**src/rtl/tamagotchi_pkg.sv**
```systemverilog
// Shared types and timing defaults for the tamagotchi button front-end.
package tamagotchi_pkg;

  // Button conditioner FSM states.
  typedef enum logic [2:0] {
    StIdle     = 3'd0,
    StPressDeb = 3'd1,
    StPressed  = 3'd2,
    StLongHeld = 3'd3,
    StRelDeb   = 3'd4
  } btn_state_e;

  // Default timing at a 50 MHz system clock.
  localparam int unsigned DEB_20MS_50MHZ = 1_000_000;
  localparam int unsigned LONG_5S_50MHZ  = 250_000_000;

endpackage

```
**src/rtl/sync_2ff.sv**
```systemverilog
// Two-flop synchroniser for asynchronous pad inputs, with a configurable reset value.
module sync_2ff #(
  parameter logic ResetVal = 1'b0
) (
  input  logic clk_i,
  input  logic rst_ni,
  input  logic d_i,
  output logic q_o
);

  logic meta_q;
  logic sync_q;

  // Shift the pad value through two flops to settle metastability.
  always_ff @(posedge clk_i or negedge rst_ni) begin
    if (!rst_ni) begin
      meta_q <= ResetVal;
      sync_q <= ResetVal;
    end else begin
      meta_q <= d_i;
      sync_q <= meta_q;
    end
  end

  assign q_o = sync_q;

endmodule

```
**src/rtl/btn_conditioner.sv**
```systemverilog
// Push-button conditioner: synchroniser, debounce FSM and short/long press classifier.
module btn_conditioner
  import tamagotchi_pkg::*;
#(
  parameter int unsigned DEBOUNCE_CYCLES = DEB_20MS_50MHZ,
  parameter int unsigned LONG_CYCLES     = LONG_5S_50MHZ,
  parameter bit          BTN_ACTIVE_LOW  = 1'b1
) (
  input  logic clk,
  input  logic reset,
  input  logic btn_raw,
  output logic btn_level,
  output logic press_pulse,
  output logic long_pulse,
  output logic holding
);

  localparam int unsigned DebW  = $clog2(DEBOUNCE_CYCLES);
  localparam int unsigned HoldW = $clog2(LONG_CYCLES);

  // The edge entering a debounce state is already the first stable sample, so the
  // D-th stable sample is seen with the counter at D-2.
  localparam logic [DebW-1:0]  DebLast  = DebW'(DEBOUNCE_CYCLES - 2);
  localparam logic [DebW-1:0]  DebMax   = DebW'(DEBOUNCE_CYCLES - 1);
  // Hold counter starts at 0 on acceptance; the L-th held sample sees L-1.
  localparam logic [HoldW-1:0] HoldLast = HoldW'(LONG_CYCLES - 1);

  logic       raw_sync;
  logic       btn_sync;

  btn_state_e       state_q, state_d;
  logic [DebW-1:0]  deb_cnt_q, deb_cnt_d;
  logic [HoldW-1:0] hold_cnt_q, hold_cnt_d;
  logic             long_fired_q, long_fired_d;
  logic             level_q, level_d;
  logic             press_q, press_d;
  logic             long_q, long_d;
  logic             holding_q, holding_d;

  logic [DebW-1:0]  deb_inc;
  logic [HoldW-1:0] hold_inc;

  // Synchroniser resets to the electrical "released" level of the pad.
  sync_2ff #(
    .ResetVal (BTN_ACTIVE_LOW)
  ) u_sync (
    .clk_i  (clk),
    .rst_ni (reset),
    .d_i    (btn_raw),
    .q_o    (raw_sync)
  );

  // Normalise polarity so that 1 always means pressed.
  assign btn_sync = raw_sync ^ BTN_ACTIVE_LOW;

  // Saturating increments; the counters never wrap.
  always_comb begin
    deb_inc  = (deb_cnt_q == DebMax) ? deb_cnt_q : deb_cnt_q + DebW'(1);
    hold_inc = (hold_cnt_q == HoldLast) ? hold_cnt_q : hold_cnt_q + HoldW'(1);
  end

  // Next-state, counter and output decode.
  always_comb begin
    state_d      = state_q;
    deb_cnt_d    = deb_cnt_q;
    hold_cnt_d   = hold_cnt_q;
    long_fired_d = long_fired_q;
    level_d      = level_q;
    press_d      = 1'b0;
    long_d       = 1'b0;

    unique case (state_q)
      StIdle: begin
        if (btn_sync) begin
          state_d   = StPressDeb;
          deb_cnt_d = '0;
        end
      end

      StPressDeb: begin
        if (!btn_sync) begin
          // Bounce: drop back, partial count is discarded on next entry.
          state_d = StIdle;
        end else if (deb_cnt_q == DebLast) begin
          state_d    = StPressed;
          level_d    = 1'b1;
          hold_cnt_d = '0;
        end else begin
          deb_cnt_d = deb_inc;
        end
      end

      StPressed: begin
        if (!btn_sync) begin
          state_d   = StRelDeb;
          deb_cnt_d = '0;
        end else if (hold_cnt_q == HoldLast) begin
          state_d = StLongHeld;
          long_d  = 1'b1;
        end else begin
          hold_cnt_d = hold_inc;
        end
      end

      StLongHeld: begin
        if (!btn_sync) begin
          state_d      = StRelDeb;
          deb_cnt_d    = '0;
          long_fired_d = 1'b1;
        end
      end

      StRelDeb: begin
        // hold_cnt is left untouched here so a release glitch resumes the hold.
        if (btn_sync) begin
          state_d = long_fired_q ? StLongHeld : StPressed;
        end else if (deb_cnt_q == DebLast) begin
          state_d      = StIdle;
          level_d      = 1'b0;
          press_d      = ~long_fired_q;
          long_fired_d = 1'b0;
        end else begin
          deb_cnt_d = deb_inc;
        end
      end

      default: begin
        state_d = StIdle;
      end
    endcase

    holding_d = (state_d == StLongHeld) || ((state_d == StRelDeb) && long_fired_d);
  end

  // State, counters and registered outputs.
  always_ff @(posedge clk or negedge reset) begin
    if (!reset) begin
      state_q      <= StIdle;
      deb_cnt_q    <= '0;
      hold_cnt_q   <= '0;
      long_fired_q <= 1'b0;
      level_q      <= 1'b0;
      press_q      <= 1'b0;
      long_q       <= 1'b0;
      holding_q    <= 1'b0;
    end else begin
      state_q      <= state_d;
      deb_cnt_q    <= deb_cnt_d;
      hold_cnt_q   <= hold_cnt_d;
      long_fired_q <= long_fired_d;
      level_q      <= level_d;
      press_q      <= press_d;
      long_q       <= long_d;
      holding_q    <= holding_d;
    end
  end

  assign btn_level   = level_q;
  assign press_pulse = press_q;
  assign long_pulse  = long_q;
  assign holding     = holding_q;

endmodule

```
**config.mk**
```make
export PLATFORM = sky130hd
export DESIGN_NAME = btn_conditioner
export DESIGN_NICKNAME = d
export VERILOG_FILES = /design/src/rtl/tamagotchi_pkg.sv /design/src/rtl/sync_2ff.sv /design/src/rtl/btn_conditioner.sv
export SDC_FILE = /design/constraint.sdc
export NUM_CORES = 1
export LEC_CHECK = 0
export CAP_MARGIN = 20
export CORE_MARGIN = 10
export CORE_UTILIZATION = 30
export CTS_CLUSTER_DIAMETER = 60
export DETAILED_ROUTE_END_ITERATION = 10
export HOLD_SLACK_MARGIN = 0.15
export PLACE_DENSITY = 0.5
export SYNTH_ARGS = -nofsm -noshare
export SYNTH_HDL_FRONTEND = slang
export SYNTH_SLANG_ARGS = --single-unit
```
**constraint.sdc**
```tcl
create_clock -name clk -period 3.7 [get_ports clk]
set_clock_uncertainty 0.1 [all_clocks]
set_input_delay 0.555 -clock clk [delete_from_list [all_inputs] [get_ports clk]]
set_output_delay 0.555 -clock clk [all_outputs]
set_load 0.05 [all_outputs]
```
==> impl_metrics.py <==
metrics = {
    "floorplan": {
        "core_area_um2": 11500,
        "start_util": 0.308,
        "die_x_um": 129,
        "boundaryPins": 7,
        "die_area_um2": 16500,
        "die_y_um": 129,
        "rows": 39,
    },
    "power": {
        "p_seq_frac": 0.399,
        "p_sw_frac": 0.229,
        "p_comb_frac": 0.043,
        "p_int_mw": 1.28,
        "leakagePower_nw": 1.70,
        "switchingPower_uw": 380,
        "power_density_nw_per_um2": 411,
        "clkPwrFrac": 0.558,
        "fin_total_pwr_mw": 1.66,
        "ir_drop_mv": 0.203,
    },
    "finish": {
        "synthToLayoutAreaGrowth_pct": 14.3,
        "final_util": 0.352,
        "nets": 403,
        "fill_cells": 1154,
        "layout.cells.non_filler": 545,
        "layout-drive-gt1-share": 0.119,
        "n_antenna_cell": 0,
    },
    "place": {
        "place.gp.congestion": 0.857,
        "dp_hpwl_um": 6300,
        "io_buffers": 6,
        "dp.cells": 528,
    },
    "global_routing": {
        "overflow": 0,
        "grt_max_degree": 39,
        "grt_pass1_wl_um": 15400,
        "grt_pass1_vias": 2868,
        "grtUsageTotal": 0.114,
        "antenna_found_initial": 0,
    },
    "worst_setup_path": {
        "r2r_slack_ns": 1.18,
        "worstPathArrival_ns": 2.68,
        "path_buf_inv": 1,
        "path_max_fanout": 17,
        "cp-end-kind": "flip-flop",
        "r2r_cells": 6,
        "r2r_end": "hold_cnt_q[26]",
        "path_delay_family": "simple AND/OR/NAND/NOR gates",
        "cp.required_ns": 3.86,
        "cp-start-kind": "flip-flop",
        "crit_type": "flip-flop to flip-flop",
        "cp_slowest_stage_delay_ns": 0.55,
        "cp_slowest_cell": "dfrtp_1",
        "crit_chain": "nor3b_2 -> buf_4 -> nand2_1 -> a21o_4 -> or4_1 -> nand3_1",
        "r2r-start": "state_q[1]",
    },
    "worst_hold_path": {
        "min_to": "u_sync.q_o",
        "hold_path_depth": 0,
        "hold_path_startpoint": "u_sync.meta_q",
        "hold_path.class": "flip-flop to flip-flop",
    },
    "clocking": {
        "cts_made_buffers": 9,
        "cts_tree": "yes",
        "cts.sinks": 58,
        "root_buffer": "clkbuf_16",
        "worstSkewPairLatency_ns": 0.33,
        "h-tree-depth": 3,
        "clkTransAtPathRegs_ns": 0.06,
        "post_cts_buffers": 0,
        "clockBufferDepth": 2,
    },
    "timing": {
        "period_share": 0.680,
        "rsz0062_at_grt": "false",
        "layout_min_cycle_time_ns": 2.52,
        "tightestPinTransition_ns": 0.667,
        "hold_viol": 0,
        "drv_slew": 0,
        "setup_tns_ns": 0,
        "max_freq_mhz": 397,
        "slew-limit-headroom": 0.551,
        "finalSetupViolCount": 0,
    },
    "routing": {
        "vias": 3048,
        "viasPerCell": 5.59,
        "ant_nets": 0,
        "wl_um": 9210,
        "first_pass_iters": 5,
        "drt_iter0_drc": 282,
        "drc": 0,
        "drt-wirelength-per-cell_um": 16.9,
    },
    "yosys": {
        "yosys_warnings": 0,
        "yosysSeqAreaShare": 0.412,
        "synth_cell_types": 67,
        "synthArstFlopShare": 1.00,
        "avgSynthCellArea_um2": 8.94,
        "synthFlopType": "dfrtp_1",
        "synth-edff-count": 0,
        "syn_area_um2": 3530,
        "synth_fp_nets": 401,
        "synth-seq-cells": 58,
        "synthCells": 395,
    },
    "flow_run": {
        "drv_cap": 0,
    },
    "status": {
        "outcome": "complete, no violations",
    },
}
==> final cells by class <==
cell class	instances	area, um^2	share of cell area
clock buffers	10	239	0.0592
inverters	8	30.0	0.00744
flip-flops and latches	58	1450	0.360
repair buffers	11	95.1	0.0236
multi-input cells	309	1950	0.483
clock inverters	6	90.1	0.0223
well taps	143	179	0.0443
==> sequential cells by signal, indices dropped and copies added, names as in the netlist <==
signal	flops
state_q	3
btn_level	1
deb_cnt_q	20
long_fired_q	1
press_pulse	1
holding	1
hold_cnt_q	28
u_sync.meta_q	1
u_sync.q_o	1
long_pulse	1
==> cells by family (layout without fill, tap and decap cells) <==
group | Yosys count | count (layout) | share of synthesized area
AO/OA/AOI/OAI | 109 | 109 | 0.210
flip-flops | 58 | 58 | 0.412
multiplexers | 2 | 2 | 0.00708
buffers and inverters | 28 | 35 | 0.0361
AND/OR/NAND/NOR | 190 | 190 | 0.312
adder cells (fa/ha/maj) | 3 | 3 | 0.0106
XOR/XNOR | 5 | 5 | 0.0124
==> routing by layer <==
metal	wire length [um]	track usage
met1	4740	0.165
met2	3990	0.164
met3	401	0.0251
met4	86	0.0413
met5	0	0
==> stage by stage <==
| step | hold slack [ns] | setup WS, ns | cell area [um^2] |
|---|---|---|---|
| after global placement | 0.246 | 1.28 | 3700 |
| after global routing | 0.260 | 0.905 | 4040 |
| final | 0.254 | 1.18 | 4040 |
| after floorplan | 0.159 | 1.63 | 3530 |
| after detailed placement | 0.247 | 1.22 | 3700 |
| after CTS | 0.256 | 1.20 | 4040 |
==> timing repair <==
action,CTS,global route
endpoints found under the hold margin,18,0
gates resized for setup,0,0
hold buffers,1,0
==> power by group through the flow <==
| stage | sequential (mW) | clock (mW) | combinational, mW |
|---|---|---|---|
| after global routing | 0.665 | 0.965 | 0.0823 |
| after floorplan | 0.669 | 0 | 0.0443 |
| after CTS | 0.662 | 0.939 | 0.0727 |
| after global placement | 0.672 | 0 | 0.0714 |
| final | 0.662 | 0.925 | 0.0710 |
| after detailed placement | 0.673 | 0 | 0.0719 |
==> how the worst max path moves through the flow <==
| stage | from | to | slack (ns) | depth (start not counted) |
|---|---|---|---|---|
| 6_report | state_q[1] | hold_cnt_q[26] | 1.18 | 6 |
| 5_1_grt | state_q[1] | hold_cnt_q[9] | 0.91 | 7 |
| 4_1_cts | state_q[1] | hold_cnt_q[26] | 1.20 | 6 |
| 3_5_place_dp | state_q[1] | hold_cnt_q[26] | 1.22 | 6 |
| 3_3_place_gp | state_q[1] | hold_cnt_q[26] | 1.28 | 6 |
| 2_1_floorplan | deb_cnt_q[11] | deb_cnt_q[1] | 1.63 | 5 |
==> cell usage in the layout, fill, tap and decap left out, types with 5 or more instances in the layout <==
cell	count
nor3_1	17
and2_1	8
nor4_1	7
dfrtp_1	56
a31oi_1	15
inv_1	8
nand4_1	16
o31ai_1	6
clkdlybuf4s50_1	5
a22o_1	8
nand2_1	43
a21oi_1	26
a21o_1	6
clkbuf_16	9
o21ai_0	18
and3_1	5
nand3_1	26
nor2_1	27
==> Yosys cell counts, types with 3 or more instances <==
cell | instances | area (um^2)
and2_1 | 8 | 50.1
buf_2 | 3 | 15.0
nand2b_1 | 4 | 25.0
o21a_1 | 3 | 22.5
or3_1 | 4 | 25.0
nor4_4 | 3 | 63.8
nand3_1 | 26 | 130
nor3_1 | 17 | 85.1
nand4_1 | 16 | 100
ha_1 | 3 | 37.5
clkbuf_1 | 13 | 48.8
a21oi_1 | 26 | 130
nor4_1 | 7 | 43.8
a21boi_0 | 3 | 22.5
inv_1 | 8 | 30.0
xnor2_1 | 4 | 35.0
and4_1 | 4 | 35.0
nor2_1 | 27 | 101
nand2_1 | 43 | 161
a21o_1 | 6 | 45.0
a31oi_1 | 15 | 93.8
dfrtp_1 | 56 | 1400
o21ai_0 | 18 | 90.1
a211o_1 | 3 | 26.3
nand4b_1 | 3 | 26.3
and3_1 | 5 | 31.3
a22o_1 | 8 | 70.1
o31ai_1 | 6 | 45.0
No activity file was read; power rests on OpenSTA's default activity.
